`config.mk`:
```
export PLATFORM = sky130hd
export DESIGN_NAME = hamming_error_monitor_flat
export DESIGN_NICKNAME = d
export VERILOG_FILES = /design/src/rtl/hamming_error_monitor_pkg.sv /design/src/rtl/hamming_error_monitor_if.sv /design/src/rtl/hamming_error_monitor_sat_counter.sv /design/src/rtl/hamming_error_monitor.sv /design/src/flat_wrapper.sv
export SDC_FILE = /design/constraint.sdc
export NUM_CORES = 1
export LEC_CHECK = 0
export BUFFER_PORTS_ARGS = -buffer_cell sky130_fd_sc_hd__buf_2
export CAP_MARGIN = 40
export CELL_PAD_IN_SITES_DETAIL_PLACEMENT = 1
export CELL_PAD_IN_SITES_GLOBAL_PLACEMENT = 1
export CORE_MARGIN = 3
export CORE_UTILIZATION = 40
export DETAILED_ROUTE_END_ITERATION = 6
export PLACE_DENSITY = 0.78
export SLEW_MARGIN = 10
export SYNTH_ARGS = -nofsm -noshare
export SYNTH_HDL_FRONTEND = slang
export SYNTH_HIERARCHICAL = 1
export SYNTH_SLANG_ARGS = --single-unit
```
`constraint.sdc`:
```
create_clock -name clk -period 4 [get_ports clk]
set_input_delay 0.8 -clock clk [delete_from_list [all_inputs] [get_ports clk]]
set_output_delay 0.8 -clock clk [all_outputs]
set_load 0.02 [all_outputs]
```
`src/rtl/hamming_error_monitor_pkg.sv`:
```
// Shared types and constants for the Hamming error monitor: scrub FSM states,
// decoder error classes and the syndrome/fault-location width helper.
package gray_area_package;

    typedef enum logic {
        SCRUB_IDLE = 1'b0,
        SCRUB_REQ  = 1'b1
    } scrub_state_e;

    localparam logic [1:0] ERR_NONE   = 2'd0;
    localparam logic [1:0] ERR_CORR   = 2'd1;
    localparam logic [1:0] ERR_UNCORR = 2'd2;

    // Smallest r with 2^r >= k + r + 1, i.e. enough bits to name any codeword bit.
    function automatic int hamming_address_width(input int data_width);
        int r;
        r = 1;
        while ((1 << r) < data_width + r + 1) r++;
        return r;
    endfunction

endpackage

```
`src/rtl/hamming_error_monitor_if.sv`:
```
// Decoder-side stream, downstream stream and scrub write-back request of the
// error monitor, bundled as one interface.
interface hamming_error_monitor_if
    import gray_area_package::*;
#(
    parameter int DATA_WIDTH      = 32,
    parameter int WORD_ADDR_WIDTH = 10
);
    localparam int ADDR_WIDTH = hamming_address_width(DATA_WIDTH);

    logic                       in_valid_i;
    logic                       in_ready_o;
    logic [WORD_ADDR_WIDTH-1:0] in_addr_i;
    logic [DATA_WIDTH-1:0]      data_i;
    logic [ADDR_WIDTH-1:0]      fault_location_i;
    logic [1:0]                 num_errors_i;

    logic                       out_valid_o;
    logic                       out_ready_i;
    logic [DATA_WIDTH-1:0]      out_data_o;
    logic [WORD_ADDR_WIDTH-1:0] out_addr_o;
    logic                       out_err_o;

    logic                       scrub_req_o;
    logic                       scrub_ack_i;
    logic [WORD_ADDR_WIDTH-1:0] scrub_addr_o;
    logic [DATA_WIDTH-1:0]      scrub_data_o;

    modport master (
        output in_valid_i, in_addr_i, data_i, fault_location_i, num_errors_i,
        output out_ready_i, scrub_ack_i,
        input  in_ready_o, out_valid_o, out_data_o, out_addr_o, out_err_o,
        input  scrub_req_o, scrub_addr_o, scrub_data_o
    );

    modport slave (
        input  in_valid_i, in_addr_i, data_i, fault_location_i, num_errors_i,
        input  out_ready_i, scrub_ack_i,
        output in_ready_o, out_valid_o, out_data_o, out_addr_o, out_err_o,
        output scrub_req_o, scrub_addr_o, scrub_data_o
    );

endinterface

```
`src/rtl/hamming_error_monitor_sat_counter.sv`:
```
// Saturating up-counter; a clear coinciding with an increment restarts at 1
// so the event that arrived with the clear is not lost.
module sat_counter #(
    parameter int WIDTH = 16
) (
    input  logic             clk,
    input  logic             rst,
    input  logic             inc_i,
    input  logic             clr_i,
    output logic [WIDTH-1:0] count_o
);

    logic [WIDTH-1:0] count_q, count_d;

    always_comb begin
        count_d = count_q;
        if (clr_i) begin
            count_d = inc_i ? WIDTH'(1) : '0;
        end else if (inc_i && !(&count_q)) begin
            count_d = count_q + WIDTH'(1);
        end
    end

    always_ff @(posedge clk or posedge rst) begin
        if (rst) count_q <= '0;
        else     count_q <= count_d;
    end

    assign count_o = count_q;

endmodule

```
`src/rtl/hamming_error_monitor.sv`:
```
// Post-decoder monitor: one-deep pipeline of decoded words, error statistics,
// sticky interrupt and single-entry scrub write-back request.
//   state      | meaning
//   SCRUB_IDLE | no write-back outstanding
//   SCRUB_REQ  | corrected word held on scrub_*, waiting for scrub_ack_i
module hamming_error_monitor
    import gray_area_package::*;
#(
    parameter  int DATA_WIDTH      = 32,
    parameter  int WORD_ADDR_WIDTH = 10,
    parameter  int CNT_WIDTH       = 16,
    localparam int ADDR_WIDTH      = hamming_address_width(DATA_WIDTH)
) (
    input  logic                       clk,
    input  logic                       rst,
    hamming_error_monitor_if.slave     bus,
    input  logic [CNT_WIDTH-1:0]       threshold_i,
    input  logic                       irq_clear_i,
    output logic                       irq_o,
    output logic [CNT_WIDTH-1:0]       corr_count_o,
    output logic [CNT_WIDTH-1:0]       uncorr_count_o,
    output logic [CNT_WIDTH-1:0]       scrub_drop_o,
    output logic [ADDR_WIDTH-1:0]      last_fault_loc_o,
    output logic [WORD_ADDR_WIDTH-1:0] last_fault_addr_o
);

    logic                       out_valid_q;
    logic [DATA_WIDTH-1:0]      out_data_q;
    logic [WORD_ADDR_WIDTH-1:0] out_addr_q;
    logic                       out_err_q;

    scrub_state_e               state_q, state_d;
    logic [WORD_ADDR_WIDTH-1:0] scrub_addr_q, scrub_addr_d;
    logic [DATA_WIDTH-1:0]      scrub_data_q, scrub_data_d;
    logic                       drop_inc;

    logic                       irq_q, irq_d, irq_set;
    logic [CNT_WIDTH-1:0]       corr_next;
    logic [ADDR_WIDTH-1:0]      last_loc_q;
    logic [WORD_ADDR_WIDTH-1:0] last_addr_q;

    logic accept, is_corr, is_uncorr, is_fault;

    assign bus.in_ready_o = !out_valid_q || bus.out_ready_i;
    assign accept         = bus.in_valid_i && bus.in_ready_o;
    assign is_corr        = accept && (bus.num_errors_i == ERR_CORR);
    assign is_uncorr      = accept && (bus.num_errors_i >= ERR_UNCORR);
    assign is_fault       = accept && (bus.num_errors_i != ERR_NONE);

    always_ff @(posedge clk or posedge rst) begin
        if (rst) begin
            out_valid_q <= 1'b0;
            out_data_q  <= '0;
            out_addr_q  <= '0;
            out_err_q   <= 1'b0;
        end else if (accept) begin
            out_valid_q <= 1'b1;
            out_data_q  <= bus.data_i;
            out_addr_q  <= bus.in_addr_i;
            out_err_q   <= (bus.num_errors_i >= ERR_UNCORR);
        end else if (bus.out_ready_i) begin
            out_valid_q <= 1'b0;
        end
    end

    // A corrected word arriving with the ack takes over the freed slot.
    always_comb begin
        state_d      = state_q;
        scrub_addr_d = scrub_addr_q;
        scrub_data_d = scrub_data_q;
        drop_inc     = 1'b0;
        case (state_q)
            SCRUB_IDLE: begin
                if (is_corr) begin
                    state_d      = SCRUB_REQ;
                    scrub_addr_d = bus.in_addr_i;
                    scrub_data_d = bus.data_i;
                end
            end
            SCRUB_REQ: begin
                if (bus.scrub_ack_i) begin
                    if (is_corr) begin
                        scrub_addr_d = bus.in_addr_i;
                        scrub_data_d = bus.data_i;
                    end else begin
                        state_d = SCRUB_IDLE;
                    end
                end else if (is_corr) begin
                    drop_inc = 1'b1;
                end
            end
            default: state_d = SCRUB_IDLE;
        endcase
    end

    // Value corr_count takes this cycle if a corrected word is accepted.
    always_comb begin
        if (irq_clear_i)         corr_next = CNT_WIDTH'(1);
        else if (&corr_count_o)  corr_next = corr_count_o;
        else                     corr_next = corr_count_o + CNT_WIDTH'(1);
    end

    assign irq_set = is_uncorr ||
                     (is_corr && (threshold_i != '0) && (corr_next >= threshold_i));
    assign irq_d   = irq_clear_i ? irq_set : (irq_q || irq_set);

    always_ff @(posedge clk or posedge rst) begin
        if (rst) begin
            state_q      <= SCRUB_IDLE;
            scrub_addr_q <= '0;
            scrub_data_q <= '0;
            irq_q        <= 1'b0;
            last_loc_q   <= '0;
            last_addr_q  <= '0;
        end else begin
            state_q      <= state_d;
            scrub_addr_q <= scrub_addr_d;
            scrub_data_q <= scrub_data_d;
            irq_q        <= irq_d;
            if (is_fault) begin
                last_loc_q  <= bus.fault_location_i;
                last_addr_q <= bus.in_addr_i;
            end
        end
    end

    sat_counter #(.WIDTH(CNT_WIDTH)) u_corr_cnt (
        .clk(clk), .rst(rst), .inc_i(is_corr), .clr_i(irq_clear_i), .count_o(corr_count_o)
    );
    sat_counter #(.WIDTH(CNT_WIDTH)) u_uncorr_cnt (
        .clk(clk), .rst(rst), .inc_i(is_uncorr), .clr_i(irq_clear_i), .count_o(uncorr_count_o)
    );
    sat_counter #(.WIDTH(CNT_WIDTH)) u_drop_cnt (
        .clk(clk), .rst(rst), .inc_i(drop_inc), .clr_i(irq_clear_i), .count_o(scrub_drop_o)
    );

    assign bus.out_valid_o  = out_valid_q;
    assign bus.out_data_o   = out_data_q;
    assign bus.out_addr_o   = out_addr_q;
    assign bus.out_err_o    = out_err_q;
    assign bus.scrub_req_o  = (state_q == SCRUB_REQ);
    assign bus.scrub_addr_o = scrub_addr_q;
    assign bus.scrub_data_o = scrub_data_q;
    assign irq_o            = irq_q;
    assign last_fault_loc_o  = last_loc_q;
    assign last_fault_addr_o = last_addr_q;

endmodule
```
`src/flat_wrapper.sv`:
```
// flat-port wrapper written by rule: the top's interface ports become plain ports
module hamming_error_monitor_flat import gray_area_package::*;
#(
    parameter  int DATA_WIDTH      = 32,
    parameter  int WORD_ADDR_WIDTH = 10,
    parameter  int CNT_WIDTH       = 16,
    localparam int ADDR_WIDTH      = hamming_address_width(DATA_WIDTH)
)
  (clk, rst, threshold_i, irq_clear_i, irq_o, corr_count_o, uncorr_count_o, scrub_drop_o, last_fault_loc_o, last_fault_addr_o, bus_in_valid_i, bus_in_addr_i, bus_data_i, bus_fault_location_i, bus_num_errors_i, bus_out_ready_i, bus_scrub_ack_i, bus_in_ready_o, bus_out_valid_o, bus_out_data_o, bus_out_addr_o, bus_out_err_o, bus_scrub_req_o, bus_scrub_addr_o, bus_scrub_data_o);
  hamming_error_monitor_if #(.DATA_WIDTH(DATA_WIDTH), .WORD_ADDR_WIDTH(WORD_ADDR_WIDTH)) bus_i ();
  input  logic clk;
  input  logic rst;
  input  logic [CNT_WIDTH-1:0] threshold_i;
  input  logic irq_clear_i;
  output logic irq_o;
  output logic [CNT_WIDTH-1:0] corr_count_o;
  output logic [CNT_WIDTH-1:0] uncorr_count_o;
  output logic [CNT_WIDTH-1:0] scrub_drop_o;
  output logic [ADDR_WIDTH-1:0] last_fault_loc_o;
  output logic [WORD_ADDR_WIDTH-1:0] last_fault_addr_o;
  input wire logic [$bits(bus_i.in_valid_i)-1:0] bus_in_valid_i;
  input wire logic [$bits(bus_i.in_addr_i)-1:0] bus_in_addr_i;
  input wire logic [$bits(bus_i.data_i)-1:0] bus_data_i;
  input wire logic [$bits(bus_i.fault_location_i)-1:0] bus_fault_location_i;
  input wire logic [$bits(bus_i.num_errors_i)-1:0] bus_num_errors_i;
  input wire logic [$bits(bus_i.out_ready_i)-1:0] bus_out_ready_i;
  input wire logic [$bits(bus_i.scrub_ack_i)-1:0] bus_scrub_ack_i;
  output wire logic [$bits(bus_i.in_ready_o)-1:0] bus_in_ready_o;
  output wire logic [$bits(bus_i.out_valid_o)-1:0] bus_out_valid_o;
  output wire logic [$bits(bus_i.out_data_o)-1:0] bus_out_data_o;
  output wire logic [$bits(bus_i.out_addr_o)-1:0] bus_out_addr_o;
  output wire logic [$bits(bus_i.out_err_o)-1:0] bus_out_err_o;
  output wire logic [$bits(bus_i.scrub_req_o)-1:0] bus_scrub_req_o;
  output wire logic [$bits(bus_i.scrub_addr_o)-1:0] bus_scrub_addr_o;
  output wire logic [$bits(bus_i.scrub_data_o)-1:0] bus_scrub_data_o;
  assign bus_i.in_valid_i = bus_in_valid_i;
  assign bus_i.in_addr_i = bus_in_addr_i;
  assign bus_i.data_i = bus_data_i;
  assign bus_i.fault_location_i = bus_fault_location_i;
  assign bus_i.num_errors_i = bus_num_errors_i;
  assign bus_i.out_ready_i = bus_out_ready_i;
  assign bus_i.scrub_ack_i = bus_scrub_ack_i;
  assign bus_in_ready_o = bus_i.in_ready_o;
  assign bus_out_valid_o = bus_i.out_valid_o;
  assign bus_out_data_o = bus_i.out_data_o;
  assign bus_out_addr_o = bus_i.out_addr_o;
  assign bus_out_err_o = bus_i.out_err_o;
  assign bus_scrub_req_o = bus_i.scrub_req_o;
  assign bus_scrub_addr_o = bus_i.scrub_addr_o;
  assign bus_scrub_data_o = bus_i.scrub_data_o;
  hamming_error_monitor #(.DATA_WIDTH(DATA_WIDTH), .WORD_ADDR_WIDTH(WORD_ADDR_WIDTH), .CNT_WIDTH(CNT_WIDTH)) u_core (.clk(clk), .rst(rst), .bus(bus_i), .threshold_i(threshold_i), .irq_clear_i(irq_clear_i), .irq_o(irq_o), .corr_count_o(corr_count_o), .uncorr_count_o(uncorr_count_o), .scrub_drop_o(scrub_drop_o), .last_fault_loc_o(last_fault_loc_o), .last_fault_addr_o(last_fault_addr_o));
endmodule
```
==> results_dict.tcl <==
set metrics [dict create \
    peakVddDrop_v 0.000297 \
    worstReg2RegStart "u_core/u_corr_cnt/count_o[7]" \
    yosys.cell_count.top_type "nand2_1" \
    dpl_cell_area_sq_um 9280 \
    slew_violations 0 \
    grt_overflow 0 \
    grt_pass1_wl_mm 39.2 \
    cap_violations 0 \
    std_cell_rows 50 \
    cts.sink_count 152 \
    nFillCells 2227 \
    met1_usage_pct 29.1 \
    core-area_sq_um 19100 \
    r2r-end "u_core/irq_o" \
    reg2regPathDepth 9 \
    critPathLaunchType "register" \
    crit_fanout 13 \
    drt_iter0_drc 236 \
    ys.flop_type "dfrtp_1" \
    setup_viol 0 \
    layout_min_cycle_time_ps 3290 \
    critPathKind "register to register" \
    dieArea_sq_um 21600 \
    die-height_um 147 \
    synth_edf_count 0 \
    cts_setup_buffers 0 \
    die_x_um 147 \
    clock_path_buffers 2 \
    cts_tree "built" \
    fin_nets 1066 \
    grt_max_degree 55 \
    skew_ps 15.2 \
    finalHoldViolations 0 \
    synth.largest_area_cell "dfrtp_1" \
    drive_above_1_share_pct 37.8 \
    initial_core_util_pct 41.5 \
    slowest_delay_ps 600 \
    area_delta_synth_final_pct 24.1 \
    min_path_type "primary input to asynchronous set/reset pin" \
    clk_pin_slew_ps 80 \
    synth.avg_cell_area_sq_um 10.6 \
    yosysSeqAreaShare_pct 47.8 \
    io_pins 225 \
    clock_latency_ps 430 \
    dr.pass1.iters 5 \
    cp_slowest_cell "nor4b_4" \
    synth_area_leaders "dfrtp_1 (48%), mux2_4 (8.1%), nand2_1 (7.4%)" \
    grt_use_total_pct 22.4 \
    htreeDepth 4 \
    globalRouteMet3Util_pct 5.43 \
    async_flop_share_pct 100 \
    cts_buffers 17 \
    power.density_nw_per_um2 444 \
    setup_tns_ps 0 \
    antenna_found_initial 0 \
    synth_seq_cells 152 \
    synthTopCellsByCount "nand2_1 (156), dfrtp_1 (152), a21oi_1 (44)" \
    r2r_setup_slack_ps 710 \
    numPortBuffers 224 \
    synthCells 752 \
    fin_crit_sh_pct 82.2 \
    cp.arrival_ps 3620 \
    top_usage_layer "met2" \
    worstMarginPinSlew_ps 866 \
    slew-limit-headroom_pct 42.2 \
    fmax_mhz 304 \
    gp_congestion 0.799 \
    routedWlPerCell_um 19.6 \
    num_vias 6767 \
    met2_usage_pct 38.1 \
    route.detailed.drc 0 \
    yosysTopAreaCellShare_pct 47.8 \
    yosysUniqueCellTypes 61 \
    dpl.hpwl_mm 17.5 \
    fin_area_sq_um 9870 \
    synth_nets 844 \
    ant_nets 0 \
    clockRootBuffer "clkbuf_16" \
    grt_pass1_vias 7032 \
    cp.required_ps 4330 \
    holdBufCountCts 0 \
    rsz0062_at_grt "false" \
    crit_chain "and3_1, nor4b_4, nand2_2, a211oi_1, ha_1, o211ai_1, a2111oi_0, o2111ai_1, a32oi_1" \
    status "completed" \
    ys_warn_count 6 \
    crit_path_end_kind "register" \
    leakage_nw 4.97 \
    via_per_inst 5.42 \
    syn_area_sq_um 7950 \
    post_cts_resized 0 \
    drt-total-wl_mm 24.5 \
]
[placed cells by master (no fill, tap or decap), types with 4 or more instances in the layout]
master | Yosys | routed
nor2_1 | 32 | 32
and3_1 | 8 | 8
nor4_1 | 10 | 10
nor3_1 | 17 | 17
xnor2_1 | 5 | 5
nand3_1 | 15 | 15
clkbuf_16 | 0 | 17
dfrtp_1 | 152 | 152
buf_4 | 4 | 7
xor2_1 | 4 | 4
nor3_2 | 5 | 5
inv_6 | 0 | 4
o31ai_1 | 12 | 12
nand4_1 | 24 | 24
a21oi_1 | 44 | 44
or4_1 | 9 | 9
inv_8 | 0 | 5
mux2_4 | 43 | 43
mux2_2 | 21 | 21
or3_2 | 6 | 6
o21ai_0 | 20 | 20
buf_2 | 1 | 224
nand2b_1 | 8 | 8
o2111ai_1 | 4 | 4
nand2_1 | 156 | 156
or3_1 | 13 | 13
a31oi_1 | 6 | 6
nand4_4 | 6 | 6
inv_1 | 29 | 28
ha_1 | 20 | 20
[critical path, delay by kind of cell (launching register included)]
family / cells / cell delay [ps]
and+or+nand+nor: 3 / 1090
AOI/OAI and AO/OA: 5 / 1330
DFF: 1 / 590
adders and majority gates: 1 / 190
[sequential cells by signal (all words and copies together) (netlist names)]
signal / flops
u_core/bus.out_valid_o: 1
u_core/last_fault_addr_o: 10
u_core/bus.out_addr_o: 10
u_core/bus.scrub_addr_o: 10
u_core/u_uncorr_cnt/count_o: 16
u_core/bus.out_err_o: 1
u_core/u_corr_cnt/count_o: 16
u_core/bus.scrub_req_o: 1
u_core/last_fault_loc_o: 6
u_core/bus.scrub_data_o: 32
u_core/bus.out_data_o: 32
u_core/irq_o: 1
u_core/u_drop_cnt/count_o: 16
[cell families (layout without fill, tap and decap cells)]
logic type                 after synthesis  after routing  synth area share [%]
and+or+nand+nor                        342            342                  23.9
DFF                                    152            152                  47.8
AOI/OAI and AO/OA                      105            105                  8.89
muxes                                   64             64                  11.1
buffers and inverters                   60            295                  4.17
adders and majority gates               20             20                  3.15
xor gates and xnor gates                 9              9                 0.991
other                                    0              1                     0
[area by class of cell]
class / instances / area (sq um) / area share (%)
diodes: 1 / 2.50 / 0.0254
clock buffers: 18 / 439 / 4.45
clock inverters: 14 / 149 / 1.51
inverters: 30 / 115 / 1.17
multi-input cells: 540 / 3820 / 38.7
flip-flops and latches: 152 / 3800 / 38.5
well taps: 260 / 325 / 3.30
repair buffers: 233 / 1220 / 12.3
[worst max path at each step]
stage | from | end | cells past startpoint
2_1_floorplan | rst | u_core/bus.out_addr_o[0] | 1
3_3_place_gp | u_core/u_corr_cnt/count_o[0] | u_core/irq_o | 11
3_5_place_dp | u_core/u_corr_cnt/count_o[0] | u_core/irq_o | 10
4_1_cts | u_core/u_corr_cnt/count_o[0] | u_core/irq_o | 10
5_1_grt | u_core/u_corr_cnt/count_o[7] | u_core/irq_o | 10
6_report | u_core/u_corr_cnt/count_o[7] | u_core/irq_o | 9
[metrics by stage]
step	power, mW	worst slack [ps]	cells	hold slack [ps]	util, %
finish	4.38	710	1248	322	51.5
global route	4.58	331	1247	318	51.5
CTS	4.44	767	1247	307	51.5
detailed placement	2.79	821	1215	460	48.5
global placement	2.74	910	1213	452	48.2
floorplan	2.42	468	752	583	-
[power by group]
group	leakage [nW]	total (mW)	internal, mW	switching, mW
combinational	2.76	0.922	0.365	0.557
sequential	1.92	1.84	1.73	0.115
clock	0.287	1.62	0.853	0.762
total	4.97	4.38	2.95	1.43
[routing by layer]
layer	routed length, um	vias up
met1	10800	3426
met2	12100	183
met3	1370	21
li1	-	3137
met5	0	-
met4	279	0
Power figures use the tool's default switching activity.
